<file path="src/rtl/change_payout.sv">
// change_payout: greedy largest-first note dispenser with per-denomination
// stock, per-request tally and unpaid-remainder reporting.
//
// Ports:
//   clk, rst                      clock, synchronous active-high reset
//   req_valid/req_amount/req_ready  change request handshake (ready in IDLE)
//   refill_en/refill_denom/refill_count  stock top-up, honoured in IDLE only
//   note_valid/note_denom/note_ack  one note per handshake
//   busy, done                    status; done is a one-cycle end pulse
//   short_amount                  unpaid remainder of the last request
//   tally_*                       notes paid in the current/last request
//   stock_*                       current stock per denomination
//   fault                         sticky ack-timeout flag
//
// Denomination codes: 0=5, 1=10, 2=20, 3=50, 4=100 (5-7 invalid).
// Optional macro PAYOUT_TIMEOUT_EN: abort a note after TIMEOUT_CYCLES
// cycles without note_ack and set the sticky fault flag. Without it the
// block waits for note_ack indefinitely and fault is tied low.

module change_payout #(
    parameter int AMT_W          = 32,
    parameter int CNT_W          = 8,
    parameter int INIT_CNT       = 10,
    parameter int TIMEOUT_CYCLES = 16
) (
    input  logic             clk,
    input  logic             rst,
    input  logic             req_valid,
    input  logic [AMT_W-1:0] req_amount,
    output logic             req_ready,
    input  logic             refill_en,
    input  logic [2:0]       refill_denom,
    input  logic [CNT_W-1:0] refill_count,
    output logic             note_valid,
    output logic [2:0]       note_denom,
    input  logic             note_ack,
    output logic             busy,
    output logic             done,
    output logic [AMT_W-1:0] short_amount,
    output logic [CNT_W-1:0] tally_5,
    output logic [CNT_W-1:0] tally_10,
    output logic [CNT_W-1:0] tally_20,
    output logic [CNT_W-1:0] tally_50,
    output logic [CNT_W-1:0] tally_100,
    output logic [CNT_W-1:0] stock_5,
    output logic [CNT_W-1:0] stock_10,
    output logic [CNT_W-1:0] stock_20,
    output logic [CNT_W-1:0] stock_50,
    output logic [CNT_W-1:0] stock_100,
    output logic             fault
);

    typedef enum logic [1:0] {
        S_IDLE,
        S_SELECT,
        S_ISSUE,
        S_DONE
    } state_t;

    localparam int NDEN = 5;

    // Note value for a denomination code, zero-extended to AMT_W.
    function automatic logic [AMT_W-1:0] f_val(input logic [2:0] c);
        logic [AMT_W-1:0] v;
        v = '0;
        case (c)
            3'd0:    v = AMT_W'(5);
            3'd1:    v = AMT_W'(10);
            3'd2:    v = AMT_W'(20);
            3'd3:    v = AMT_W'(50);
            3'd4:    v = AMT_W'(100);
            default: v = '0;
        endcase
        return v;
    endfunction

    state_t           r_state;
    logic [AMT_W-1:0] r_rem;
    logic [AMT_W-1:0] r_short;
    logic [2:0]       r_denom;
    logic             r_note_valid;
    logic             r_done;
    logic [CNT_W-1:0] r_stock [NDEN];
    logic [CNT_W-1:0] r_tally [NDEN];

    logic             w_found;
    logic [2:0]       w_code;
    logic             w_refill_ok;
    logic [CNT_W-1:0] w_refill_cur;
    logic [CNT_W:0]   w_refill_sum;
    logic [CNT_W-1:0] w_refill_new;

    // Ascending scan: the last hit is the largest payable denomination.
    always_comb begin
        w_found = 1'b0;
        w_code  = 3'd0;
        for (int i = 0; i < NDEN; i++) begin
            if (f_val(3'(i)) <= r_rem && r_stock[i] != '0) begin
                w_found = 1'b1;
                w_code  = 3'(i);
            end
        end
    end

    always_comb begin
        w_refill_ok  = refill_en && (refill_denom < 3'd5);
        w_refill_cur = '0;
        for (int i = 0; i < NDEN; i++) begin
            if (refill_denom == 3'(i)) begin
                w_refill_cur = r_stock[i];
            end
        end
        w_refill_sum = {1'b0, w_refill_cur} + {1'b0, refill_count};
        // Carry out means the add overflowed: clamp to full scale.
        w_refill_new = w_refill_sum[CNT_W] ? '1 : w_refill_sum[CNT_W-1:0];
    end

`ifdef PAYOUT_TIMEOUT_EN
    localparam int TMO_W = $clog2(TIMEOUT_CYCLES + 1);
    logic [TMO_W-1:0] r_tmo;
    logic             r_fault;
`endif

    always_ff @(posedge clk) begin
        if (rst) begin
            r_state      <= S_IDLE;
            r_rem        <= '0;
            r_short      <= '0;
            r_denom      <= 3'd0;
            r_note_valid <= 1'b0;
            r_done       <= 1'b0;
            for (int i = 0; i < NDEN; i++) begin
                r_stock[i] <= CNT_W'(INIT_CNT);
                r_tally[i] <= '0;
            end
`ifdef PAYOUT_TIMEOUT_EN
            r_tmo        <= '0;
            r_fault      <= 1'b0;
`endif
        end else begin
            case (r_state)
                S_IDLE: begin
                    r_done <= 1'b0;
                    if (w_refill_ok) begin
                        r_stock[refill_denom] <= w_refill_new;
                    end
                    if (req_valid) begin
                        r_rem   <= req_amount;
                        r_short <= '0;
                        for (int i = 0; i < NDEN; i++) begin
                            r_tally[i] <= '0;
                        end
                        r_state <= S_SELECT;
                    end
                end
                S_SELECT: begin
                    if (w_found) begin
                        r_denom      <= w_code;
                        r_note_valid <= 1'b1;
                        r_state      <= S_ISSUE;
`ifdef PAYOUT_TIMEOUT_EN
                        r_tmo        <= '0;
`endif
                    end else begin
                        r_done  <= 1'b1;
                        r_state <= S_DONE;
                    end
                end
                S_ISSUE: begin
                    if (note_ack) begin
                        // SELECT only picks stocked notes, so no underflow.
                        r_rem <= r_rem - f_val(r_denom);
                        r_stock[r_denom] <= r_stock[r_denom] - CNT_W'(1);
                        if (r_tally[r_denom] != '1) begin
                            r_tally[r_denom] <= r_tally[r_denom] + CNT_W'(1);
                        end
                        r_note_valid <= 1'b0;
                        r_state      <= S_SELECT;
                    end
`ifdef PAYOUT_TIMEOUT_EN
                    else if (r_tmo == TMO_W'(TIMEOUT_CYCLES - 1)) begin
                        r_note_valid <= 1'b0;
                        r_done       <= 1'b1;
                        r_fault      <= 1'b1;
                        r_state      <= S_DONE;
                    end else begin
                        r_tmo <= r_tmo + TMO_W'(1);
                    end
`endif
                end
                S_DONE: begin
                    r_done  <= 1'b0;
                    r_short <= r_rem;
                    r_state <= S_IDLE;
                end
                default: begin
                    r_state <= S_IDLE;
                end
            endcase
        end
    end

    assign req_ready    = (r_state == S_IDLE);
    assign busy         = (r_state != S_IDLE);
    assign note_valid   = r_note_valid;
    assign note_denom   = r_denom;
    assign done         = r_done;
    assign short_amount = r_short;

    assign tally_5   = r_tally[0];
    assign tally_10  = r_tally[1];
    assign tally_20  = r_tally[2];
    assign tally_50  = r_tally[3];
    assign tally_100 = r_tally[4];

    assign stock_5   = r_stock[0];
    assign stock_10  = r_stock[1];
    assign stock_20  = r_stock[2];
    assign stock_50  = r_stock[3];
    assign stock_100 = r_stock[4];

`ifdef PAYOUT_TIMEOUT_EN
    assign fault = r_fault;
`else
    assign fault = 1'b0;
`endif

endmodule

</file>
<file path="config.mk">
export PLATFORM = sky130hd
export DESIGN_NAME = change_payout
export DESIGN_NICKNAME = d
export VERILOG_FILES = /design/src/rtl/change_payout.sv
export SDC_FILE = /design/constraint.sdc
export NUM_CORES = 1
export LEC_CHECK = 0
export CORE_MARGIN = 5
export CORE_UTILIZATION = 50
export CTS_BUF_LIST = sky130_fd_sc_hd__clkbuf_2
export DETAILED_ROUTE_END_ITERATION = 8
export PLACE_DENSITY = 0.77
export SETUP_SLACK_MARGIN = 0.5
export SKIP_CTS_REPAIR_TIMING = 1
export SLEW_MARGIN = 15
export SYNTH_ARGS = -nofsm -noshare
export SYNTH_HDL_FRONTEND = slang
export SYNTH_SLANG_ARGS = --single-unit
</file>
<file path="constraint.sdc">
create_clock -name clk -period 3.95 [get_ports clk]
set_input_delay 0.9875 -clock clk [delete_from_list [all_inputs] [get_ports clk]]
set_output_delay 0.9875 -clock clk [all_outputs]
set_load 0.05 [all_outputs]
</file>
**Word level (Yosys, flattened, before mapping)**

Memories as Yosys holds them, arrays and structs flattened. A register that Yosys moved wholly into a read port is not among the register bits.
Index checks and enable logic that the tools add are counted.

- Input bits: 48
- Memories kept: 2
- Register bits after elaboration: 71
- Logic and storage cells: 138
- Memory bits (writable): 80

- Add/subtract/negate cells: 4
- Bitwise gates (word level): 5
- Reduce and logical (&&, ||, !) cells: 29
- Order comparisons: 6
- Equal/unequal tests: 16
- Mux-type cells: 70

Memories:

| memory | words | bits a word | read ports | clocked after Yosys merged registers in | write ports | line | source |
|---|---|---|---|---|---|---|---|
| r_stock | 5 | 8 | 6 | 1 | 5 | 83 | `logic [CNT_W-1:0] r_stock [NDEN];` |
| r_tally | 5 | 8 | 6 | 1 | 5 | 84 | `logic [CNT_W-1:0] r_tally [NDEN];` |

Operators with widths:

| cell | count |
|---|---|
| $mux W32 | 6 |
| $pmux W32 S2 | 2 |
| $mux W8 | 14 |
| $reduce_bool A8 Y1 | 5 |
| $pmux W7 S5 | 1 |
| $le A3 B32 Y1 const A | 1 |
| $le A4 B32 Y1 const A | 1 |
| $le A5 B32 Y1 const A | 1 |
| $le A6 B32 Y1 const A | 1 |
| $le A7 B32 Y1 const A | 1 |
| $mux W1 | 32 |
| $sub A32 B32 Y32 | 1 |
| $mux W3 | 10 |
| $reduce_or A8 Y1 | 3 |
| $eq A3 B2 Y1 const B | 4 |
| $reduce_bool A2 Y1 | 5 |
| $add A8 B8 Y9 | 1 |
| $add A8 B1 Y8 const B | 1 |
| $ne A2 B2 Y1 const B | 4 |
| $ne A8 B8 Y1 const B | 1 |
| $pmux W2 S4 | 1 |
| $reduce_and A2 Y1 | 4 |
| $sub A8 B1 Y8 const B | 1 |
| $eq A3 B1 Y1 const B | 2 |
| other kinds (12) | 27 |

**Depth between registers and ports, before layout**

Gate-level depths: netlist of the first run.
An unclocked memory read counts as a cell.

- Depth after elaboration: 11
- Mapped depth: 14
- Gate-level depth less buffers: 13

**Worst setup path after synthesis of the first run**

OpenSTA, ideal clock, no wires.

- Path type: input-to-reg
- From: input port refill_denom[0]
- To: memory r_stock[5][7], data pin
- Stages: 13
- Path slack: -0.251 ns
- Path buffers: 1
- Arrival time: 3.925 ns
- Cell sequence: buf_1 mux4_2 a22o_1 ha_1 inv_1 fa_1 nor2b_1 o31a_1 o31a_1 o21ai_0 nand2_1 o22ai_1 inv_1

RTL lines:

| what | line | source |
|---|---|---|
| start: declaration | 32 | `input logic [2:0] refill_denom,` |
| end: declaration | 83 |  |

==> results of run 1 <==
[Yosys cell counts (3+ instances only)]
master    number
o22ai_1       11
a22oi_1       38
nor3_1        26
a21o_1         5
or2_2         10
buf_2          3
nand4_1        3
a21oi_1       42
or4_1          8
a31oi_1       13
o311ai_0       4
o21a_1         7
nor2_1       154
nand3b_1       5
ha_1          21
o31ai_1        4
o211ai_1       3
nand3_1       17
nor2b_1        8
a22o_1         8
dfxtp_1       74
nand2b_1      24
buf_1          5
a211oi_1       6
edfxtp_1     128
xnor2_1        8
mux2i_1       21
mux4_2        39
clkbuf_1      51
o21ai_0       20
nand2_1       49
and3_1        12
xor2_1         9
inv_1         31
or3_1         11
nor4_1        23
mux2_2         8
[layer usage]
layer  share of wire (%)  global-route usage [%]  routed length (µm)
met2                  48                    42.3               15200
met3                 9.8                    6.71                3090
met4                 2.3                    7.74                 740
met5                   0                       0                   0
met1                  40                    34.1               12500
[how the worst min path moves through the flow]
| stage | slack [ns] | endpoint | start |
|---|---|---|---|
| 6_report | 0.50 | note_valid$_SDFFE_PP0P_ | note_valid$_SDFFE_PP0P_ |
| 4_1_cts | 0.50 | r_rem[0]$_SDFFE_PP0P_ | r_rem[0]$_SDFFE_PP0P_ |
| 3_3_place_gp | 0.47 | r_rem[0]$_SDFFE_PP0P_ | r_rem[0]$_SDFFE_PP0P_ |
| 2_1_floorplan | 0.45 | r_rem[0]$_SDFFE_PP0P_ | r_rem[0]$_SDFFE_PP0P_ |
| 3_5_place_dp | 0.48 | short_amount[21]$_SDFFE_PP0P_ | short_amount[21]$_SDFFE_PP0P_ |
| 5_1_grt | 0.52 | done$_SDFFE_PP0P_ | done$_SDFFE_PP0P_ |
[area by class of cell]
cell class | count | area (µm²) | area share, %
diodes | 1 | 2.50 | 0.0189
inverters | 32 | 120 | 0.909
flip-flops and latches | 202 | 5330 | 40.3
well taps | 270 | 338 | 2.56
repair buffers | 220 | 2090 | 15.8
clock buffers | 77 | 385 | 2.92
clock inverters | 12 | 78.8 | 0.596
multi-input cells | 662 | 4870 | 36.9
[logic make-up after synthesis]
logic type / Yosys count / synth area share [%]
multiplexers: 69 / 11.4
other: 1 / 0.0359
AO/OA/AOI/OAI: 189 / 12.5
XOR/XNOR: 17 / 1.43
flip-flops: 202 / 51.0
buffers and inverters: 96 / 3.71
adder cells (fa/ha/maj): 23 / 2.90
AND/OR/NAND/NOR: 363 / 17.1
[power breakdown]
group	switching (µW)	leakage, µW	total [µW]	internal, µW
Combinational	1270	0.00260	2040	770
Sequential	227	0.00185	2660	2430
Clock	846	0.000361	1430	583
Total	2350	0.00481	6130	3780
[critical path, stage by stage (launching register included)]
cell and delay, ns:
dfxtp_4 0.56, mux4_2 0.56, mux2_2 0.36, ha_1 0.26, nand2b_1 0.22, a211oi_2 0.12
nor2_1 0.23, nand2_1 0.34, nand2_2 0.33
[per-stage QoR]
| step | cells | worst slack, ns | area, µm² | TNS (ns) |
|---|---|---|---|---|
| after CTS | 1475 | 0.342 | 13200 | 0 |
| final | 1476 | 0.652 | 13200 | 0 |
| after floorplan | 960 | 0.342 | 10600 | 0 |
| after global placement | 1386 | -0.409 | 12700 | -21.57 |
| after detailed placement | 1386 | -0.416 | 12700 | -22.29 |
| after global routing | 1476 | 0.514 | 13200 | 0 |
[state kept, by name (all words and copies together) (netlist names), named ones only]
| register | count |
|---|---|
| r_stock | 64 |
| r_tally | 64 |
| r_rem | 32 |
| short_amount | 32 |
| note_denom | 3 |
| r_state | 2 |
| done | 1 |
| note_valid | 1 |
==> results.toml, run 1 <==
[cts]
cts_buffers = 51
cts.sinks = 202
path_clk_slew_ns = 0.10
cts_root_buf = "clkbuf_2"
clockBufferDepth = 3
clkLatencyLatePin_ns = 0.81
cts_max_level = 2
cts_tree = "built"

[logic_synthesis]
synth_edf_count = 128
synthCells = 960
syn-mean-instance-area_um2 = 10.9
ys_seq_area_share_pct = 51.0
netlist.area_leader.share_pct = 36.8
async_flop_share_pct = 0
synthTopCellsByArea = "edfxtp_1 37%, dfxtp_1 14%, mux4_2 8.4%"
synth_flop_cell = "edfxtp_1"
synth_nets = 1031
yosysWarnings = 0
yosysTopAreaCell = "edfxtp_1"
ys_ff_latch = 202
synth_cell_type_count = 73
synth_area_um2 = 10400

[placed_design]
port_buffers = 166
dp_hpwl_mm = 23.0
gp_congestion = 1.06

[critical_path]
crit_type = "flip-flop to flip-flop"
end_kind = "flip-flop"
worst-r2r-cell-count = 8
crit_required_ns = 4.42
regToRegEndpoint = "r_tally[0][3]$_SDFFCE_PN0P_"
r2r_setup_slack_ns = 0.65
cp-start-kind = "flip-flop"
crit_path_end = "r_tally[0][3]$_SDFFCE_PN0P_"
arrival_ns = 3.77
crit_fanout = 15

[power]
total_power_uw = 6130
peakVddDrop_mv = 0.231
p_leak_uw = 0.00481
power_density_nw_per_um2 = 464

[detailed_routing]
routed-via-count = 8932
wl_mm = 31.5
drcViolationCount = 0
drt_iter0_markers = 826
antenna_left = 0
drt_first_pass_iters = 5
wl_per_cell_um = 21.4
viasPerCell = 6.05

[global_routing]
grt_pass1_vias = 8844
grt_overflow = 0
antenna_found_initial = 1
track_usage_pct = 25.9
grt_pass1_wl_mm = 49.1
grt_max_degree = 50

[finish]
nFillCells = 1661
drive_gt1_share_pct = 19.5
fin_nets = 1240
layout_commonest_cell = "clkdlybuf4s50_1"
mostFrequentLayoutCells = "161 x clkdlybuf4s50_1, 153 x nor2_1, 128 x edfxtp_1, 77 x clkbuf_2, 72 x dfxtp_1"
syn_to_final_growth_pct = 26.6
fin_util_pct = 64.7

[timing]
fmax_mhz = 303
worstMarginPinSlew_ns = 1.03
worst_hold_slack_ns = 0.504
slew_viol_final = 0
setup_violations = 0
finalCritPeriodShare_pct = 83.5
period_needed_ns = 3.30
slew_headroom_pct = 31.1
finClkSkew_ns = 0.0695
hold_viol = 0
rsz0062_at_grt = "false"

[min_path]
min_path_type = "flip-flop to flip-flop"
hold_path_depth = 2

[floorplan]
die_w_um = 155
die_h_um = 155
fp-row-count = 52
initial_utilization_pct = 51.1
io_pins = 168
coreArea_um2 = 20400
die_area_um2 = 23900

[flow_run]
cap_violations = 0

[outcome]
status = "complete, no violations"
No activity file was read; power rests on OpenSTA's default activity.
==> run 2, diff against run 1 <==
- clock period: 3.95 -> 2.8 ns (I/O delays scaled with it)
==> run 2 against run 1 <==
The flow now finishes with violations (setup timing). Worst hold slack lost 0.29 ns. Largest cell class is now multi-input combinational cells. Global-route usage is 1.1 points higher. Critical path depth up 5. Die area is the same. Cell area is 17% higher. Register-to-register slack worse by 1.0 ns. Flip-flop and latch count is the same. Combinational power increased by 110%. Final cell count up 11%. Worst setup slack got worse by 1.0 ns. Clock-buffer cell count shrank 8. Power is 65% higher.
==> results.toml, run 2 (synthesized netlist as in run 1, its figures left out) <==
[outcome]
status = "finished with violations"
violations = "setup timing"

[floorplan]
fp-row-count = 52
initial_utilization_pct = 51.1
die_area_um2 = 23900
die_w_um = 155
coreArea_um2 = 20400
io_pins = 168
die_h_um = 155

[detailed_routing]
routed-via-count = 10200
drt_iter0_markers = 1276
wl_mm = 38.9
drcViolationCount = 0
antenna_left = 0
wl_per_cell_um = 23.7
drt_first_pass_iters = 5
viasPerCell = 6.22

[timing]
worst_hold_slack_ns = 0.211
slew_headroom_pct = 22.0
finalCritPeriodShare_pct = 113
worstMarginPinSlew_ns = 1.17
slew_viol_final = 0
setup_violations = 75
finClkSkew_ns = 0.0742
timing.final.ws_setup_ns = -0.362
fmax_mhz = 316
hold_viol = 0
tns_ns = -18.12
rsz0062_at_grt = "true"
period_needed_ns = 3.16

[cts]
cts_max_level = 2
cts_buffers = 51
cts_root_buf = "clkbuf_2"
cts.sinks = 202
clockBufferDepth = 3
clkLatencyLatePin_ns = 0.85
path_clk_slew_ns = 0.13
cts_tree = "built"

[power]
peakVddDrop_mv = 0.455
power_density_nw_per_um2 = 655
p_leak_uw = 0.00596
total_power_uw = 10100

[finish]
nFillCells = 1275
largestRegisters = "r_stock x64, r_tally x64"
mostFrequentLayoutCells = "166 x buf_4, 137 x clkbuf_2, 128 x edfxtp_1, 100 x nor2_1, 66 x dfxtp_1"
drive_gt1_share_pct = 48.4
layout_commonest_cell = "buf_4"
fin_nets = 1400
syn_to_final_growth_pct = 48.2

[min_path]
hp-start = "rst"
min_path_type = "input pin to flip-flop"
hold_path_depth = 2

[critical_path]
crit_top_cell = "o31a_1"
crit_fanout = 7
startpoint = "r_stock[3][0]$_SDFFCE_PN0P_"
path_cells = "mux4_2 > a22o_1 > ha_2 > inv_2 > fa_2 > nor2b_2 > o31a_1 > o31a_1 > o21ai_2 > nand2_4 > o22ai_4 > buf_12 > nor2_4"
worst-r2r-cell-count = 13
crit_required_ns = 3.36
slowest_stage = "mux4_2"
cpPeakStageDelay_ns = 0.48
crit_type = "flip-flop to flip-flop"
arrival_ns = 3.72
end_kind = "flip-flop"
regToRegStartpoint = "r_stock[3][0]$_SDFFCE_PN0P_"
cp-start-kind = "flip-flop"

[global_routing]
met3_usage_pct = 4.97
gr-usage-met1_pct = 34.6
grt_util_met2_pct = 45.5
grt_pass1_wl_mm = 51.2
grt_overflow = 0
track_usage_pct = 27.0
grt_max_degree = 45
grt_pass1_vias = 9424
grt_busiest_layer = "met2"
antenna_found_initial = 1

[placed_design]
port_buffers = 166
place_ws_ns = -1.34
gp_congestion = 0.957
dp_hpwl_mm = 24.7

[flow_run]
cap_violations = 0
-- run 2: changes by cell type in the layout (fill, tap and decap cells not counted), sizes merged --
| cell | change |
|---|---|
| clkinv | +13 |
| clkbuf | +68 |
| dlymetal6s2s | -1 |
| clkdlybuf4s50 | -118 |
| buf | +203 |
-- run 2: path summary, 6_finish.rpt --
check / end / slack (ns)
min: r_rem[31]$_SDFFE_PP0P_ / 0.21
min reg2reg: r_rem[0]$_SDFFE_PP0P_ / 0.49
max: r_stock[4][5]$_SDFFCE_PN0P_ / -0.36
max reg2reg: r_stock[4][5]$_SDFFCE_PN0P_ / -0.36
-- run 2: metal layers --
metal / up-vias / wire, µm / part of all wire, %
li1: 4383 / - / -
met2: 708 / 19200 / 49
met1: 4919 / 13800 / 35
met4: 0 / 2310 / 5.9
met5: - / 0 / 0
met3: 197 / 3630 / 9.3
-- run 2: worst max-delay path: cells and delay by family (launching register included) --
kind | cells | cell delay, ns
buf+inv | 2 | 0.21
simple gates | 3 | 0.25
compound gates | 5 | 1.17
mux | 1 | 0.48
flops | 1 | 0.42
fa+ha+maj | 2 | 0.38
-- run 2: final cells by class --
class / instances / area (µm²) / area share, %
sequential: 202 / 5340 / 34.5
timing repair buffer: 380 / 3140 / 20.3
antenna: 1 / 2.50 / 0.0162
tap: 270 / 338 / 2.18
clock buffer: 69 / 345 / 2.23
multi-input combinational: 662 / 6060 / 39.1
clock inverter: 25 / 129 / 0.832
inverter: 32 / 130 / 0.841
-- run 2: power breakdown --
| group | internal (µW) | switching, µW |
|---|---|---|
| logic | 1810 | 2560 |
| registers | 3430 | 281 |
| clock network | 778 | 1290 |
-- run 2: through the flow --
| step | instance area, µm² | cells | utilization [%] |
|---|---|---|---|
| 6_report | 15500 | 1641 | 75.8 |
| 3_5_place_dp | 13800 | 1469 | 67.7 |
| 3_3_place_gp | 13800 | 1469 | 67.7 |
| 2_1_floorplan | 11100 | 960 | - |
| 4_1_cts | 14300 | 1563 | 70.0 |
| 5_1_grt | 15500 | 1641 | 75.8 |
==> run 3, diff against run 2 <==
- CORE_MARGIN: 5 -> default
==> run 3 against run 2 <==
The run still ends with setup timing left. Worst hold slack gained 0.081 ns. Clock power is essentially flat. Cell area shrank 4.0%. Sequential power is essentially flat. Flip-flop and latch count is the same. Global-route usage grew 3.5 points. First-iteration DRC count shrank 27%. Critical path type unchanged. Routed wire length shrank 13%. Largest cell class unchanged. Power shrank 2.5%. Worst setup slack gained 0.041 ns. Final cell count shrank 2.5%. Clock skew grew 0.0091 ns.
==> results.toml, run 3 (synthesized netlist as in run 1, its figures left out) <==
[global_routing]
grt_max_degree = 46
grt_pass1_vias = 9199
antenna_found_initial = 1
grt_overflow = 0
track_usage_pct = 30.4
grt_pass1_wl_mm = 50.3

[cts]
clkLatencyLatePin_ns = 0.87
cts.sinks = 202
path_clk_slew_ns = 0.12
cts_buffers = 49
clockBufferDepth = 3
cts_root_buf = "clkbuf_2"
cts_max_level = 2
cts_tree = "built"

[min_path]
hp-start = "rst"
hold_path_depth = 4
min_path_type = "input pin to flip-flop"

[timing]
slew_headroom_pct = 42.6
worstMarginPinSlew_ns = 0.858
finClkSkew_ns = 0.0833
timing.final.ws_setup_ns = -0.322
finalCritPeriodShare_pct = 111
fmax_mhz = 320
slew_viol_final = 0
hold_viol = 0
tns_ns = -16.53
setup_violations = 64
period_needed_ns = 3.12
rsz0062_at_grt = "true"

[finish]
syn_to_final_growth_pct = 42.3
instances_no_fill = 1600
mostFrequentLayoutCells = "144 x clkbuf_2, 136 x nor2_1, 135 x buf_4, 128 x edfxtp_1, 67 x dfxtp_1"
layout_commonest_cell = "clkbuf_2"
nFillCells = 1386
largestRegisters = "r_stock x64, r_tally x64"
fin_nets = 1360
drive_gt1_share_pct = 44.0

[critical_path]
crit_required_ns = 3.36
arrival_ns = 3.68
crit_fanout = 7
regToRegStartpoint = "r_stock[1][2]$_SDFFCE_PN0P_"
end_kind = "flip-flop"
worst-r2r-cell-count = 10
startpoint = "r_stock[1][2]$_SDFFCE_PN0P_"
crit_type = "flip-flop to flip-flop"
cp-start-kind = "flip-flop"

[floorplan]
coreArea_um2 = 20400
die_w_um = 147
fp-row-count = 52
initial_utilization_pct = 51.3
io_pins = 168
die_h_um = 147
die_area_um2 = 21500

[detailed_routing]
wl_mm = 33.8
drt_first_pass_iters = 5
drt_iter0_markers = 937
wl_per_cell_um = 21.1
antenna_left = 0
drcViolationCount = 0
routed-via-count = 9606
viasPerCell = 6.00

[outcome]
status = "finished with violations"
violations = "setup timing"

[power]
p_leak_uw = 0.00579
peakVddDrop_mv = 0.411
power_density_nw_per_um2 = 665

[flow_run]
cap_violations = 0

[placed_design]
port_buffers = 166
gp_congestion = 0.969
dp_hpwl_mm = 24.1
dp_cells = 1468
run 3: cell count changes in the layout (fill, tap and decap cells not counted), sizes merged:
cell,change
buf,-39
clkbuf,+6
clkdlybuf4s50,+2
clkinv,-11
clkinvlp,+1
dlymetal6s2s,-1
inv,+1
run 3: final timing paths:
| check | endpoint | slack, ns |
|---|---|---|
| setup / recovery | r_stock[1][6]$_SDFFCE_PN0P_ | -0.32 |
| hold / removal | r_rem[20]$_SDFFE_PP0P_ | 0.29 |
| setup reg to reg | r_stock[1][6]$_SDFFCE_PN0P_ | -0.32 |
| hold reg to reg | r_rem[0]$_SDFFE_PP0P_ | 0.50 |
run 3: power by group:
group	internal, µW	switching (µW)	total (µW)
combinational	1730	2380	4110
sequential	3430	270	3700
clock	819	1250	2070
run 3: routing by layer:
metal	GRT usage, %	vias up	part of all wire (%)
met1	38.7	4667	38
met5	0	-	0
li1	-	4314	-
met3	5.78	101	8.1
met2	50.5	524	50
met4	13.5	0	3.7
run 3: through the flow:
stage	worst slack (ns)	utilization [%]	power [µW]	hold WS, ns	cell area (µm²)
after floorplan	-0.519	-	5960	0.445	11100
after detailed placement	-1.28	67.9	7170	0.480	13800
final	-0.322	73.0	9890	0.291	14900
after CTS	-0.418	70.2	9200	0.234	14300
after global routing	-0.443	73.0	10300	0.277	14900
after global placement	-1.24	67.9	7110	0.473	13800
run 3: worst max-delay path, cell delays in order (launching register included):
cell      delay [ns]
edfxtp_1        0.44
mux4_2          0.46
a22o_1          0.19
ha_1            0.31
nor2b_2         0.18
o31a_1          0.26
o31a_1          0.27
o21ai_2         0.19
nand2_4         0.17
o22ai_4         0.29
nor2_1          0.08
run 3: cell type report:
type                    instances  area (µm²)  area share (%)
clock inverters                16         100           0.674
clock buffers                  75         375            2.53
multi-input cells             662        5720            38.5
repair buffers                342        2850            19.2
inverters                      32         125           0.842
diodes                          1        2.50          0.0168
flip-flops and latches        202        5350            36.0
well taps                     270         338            2.27
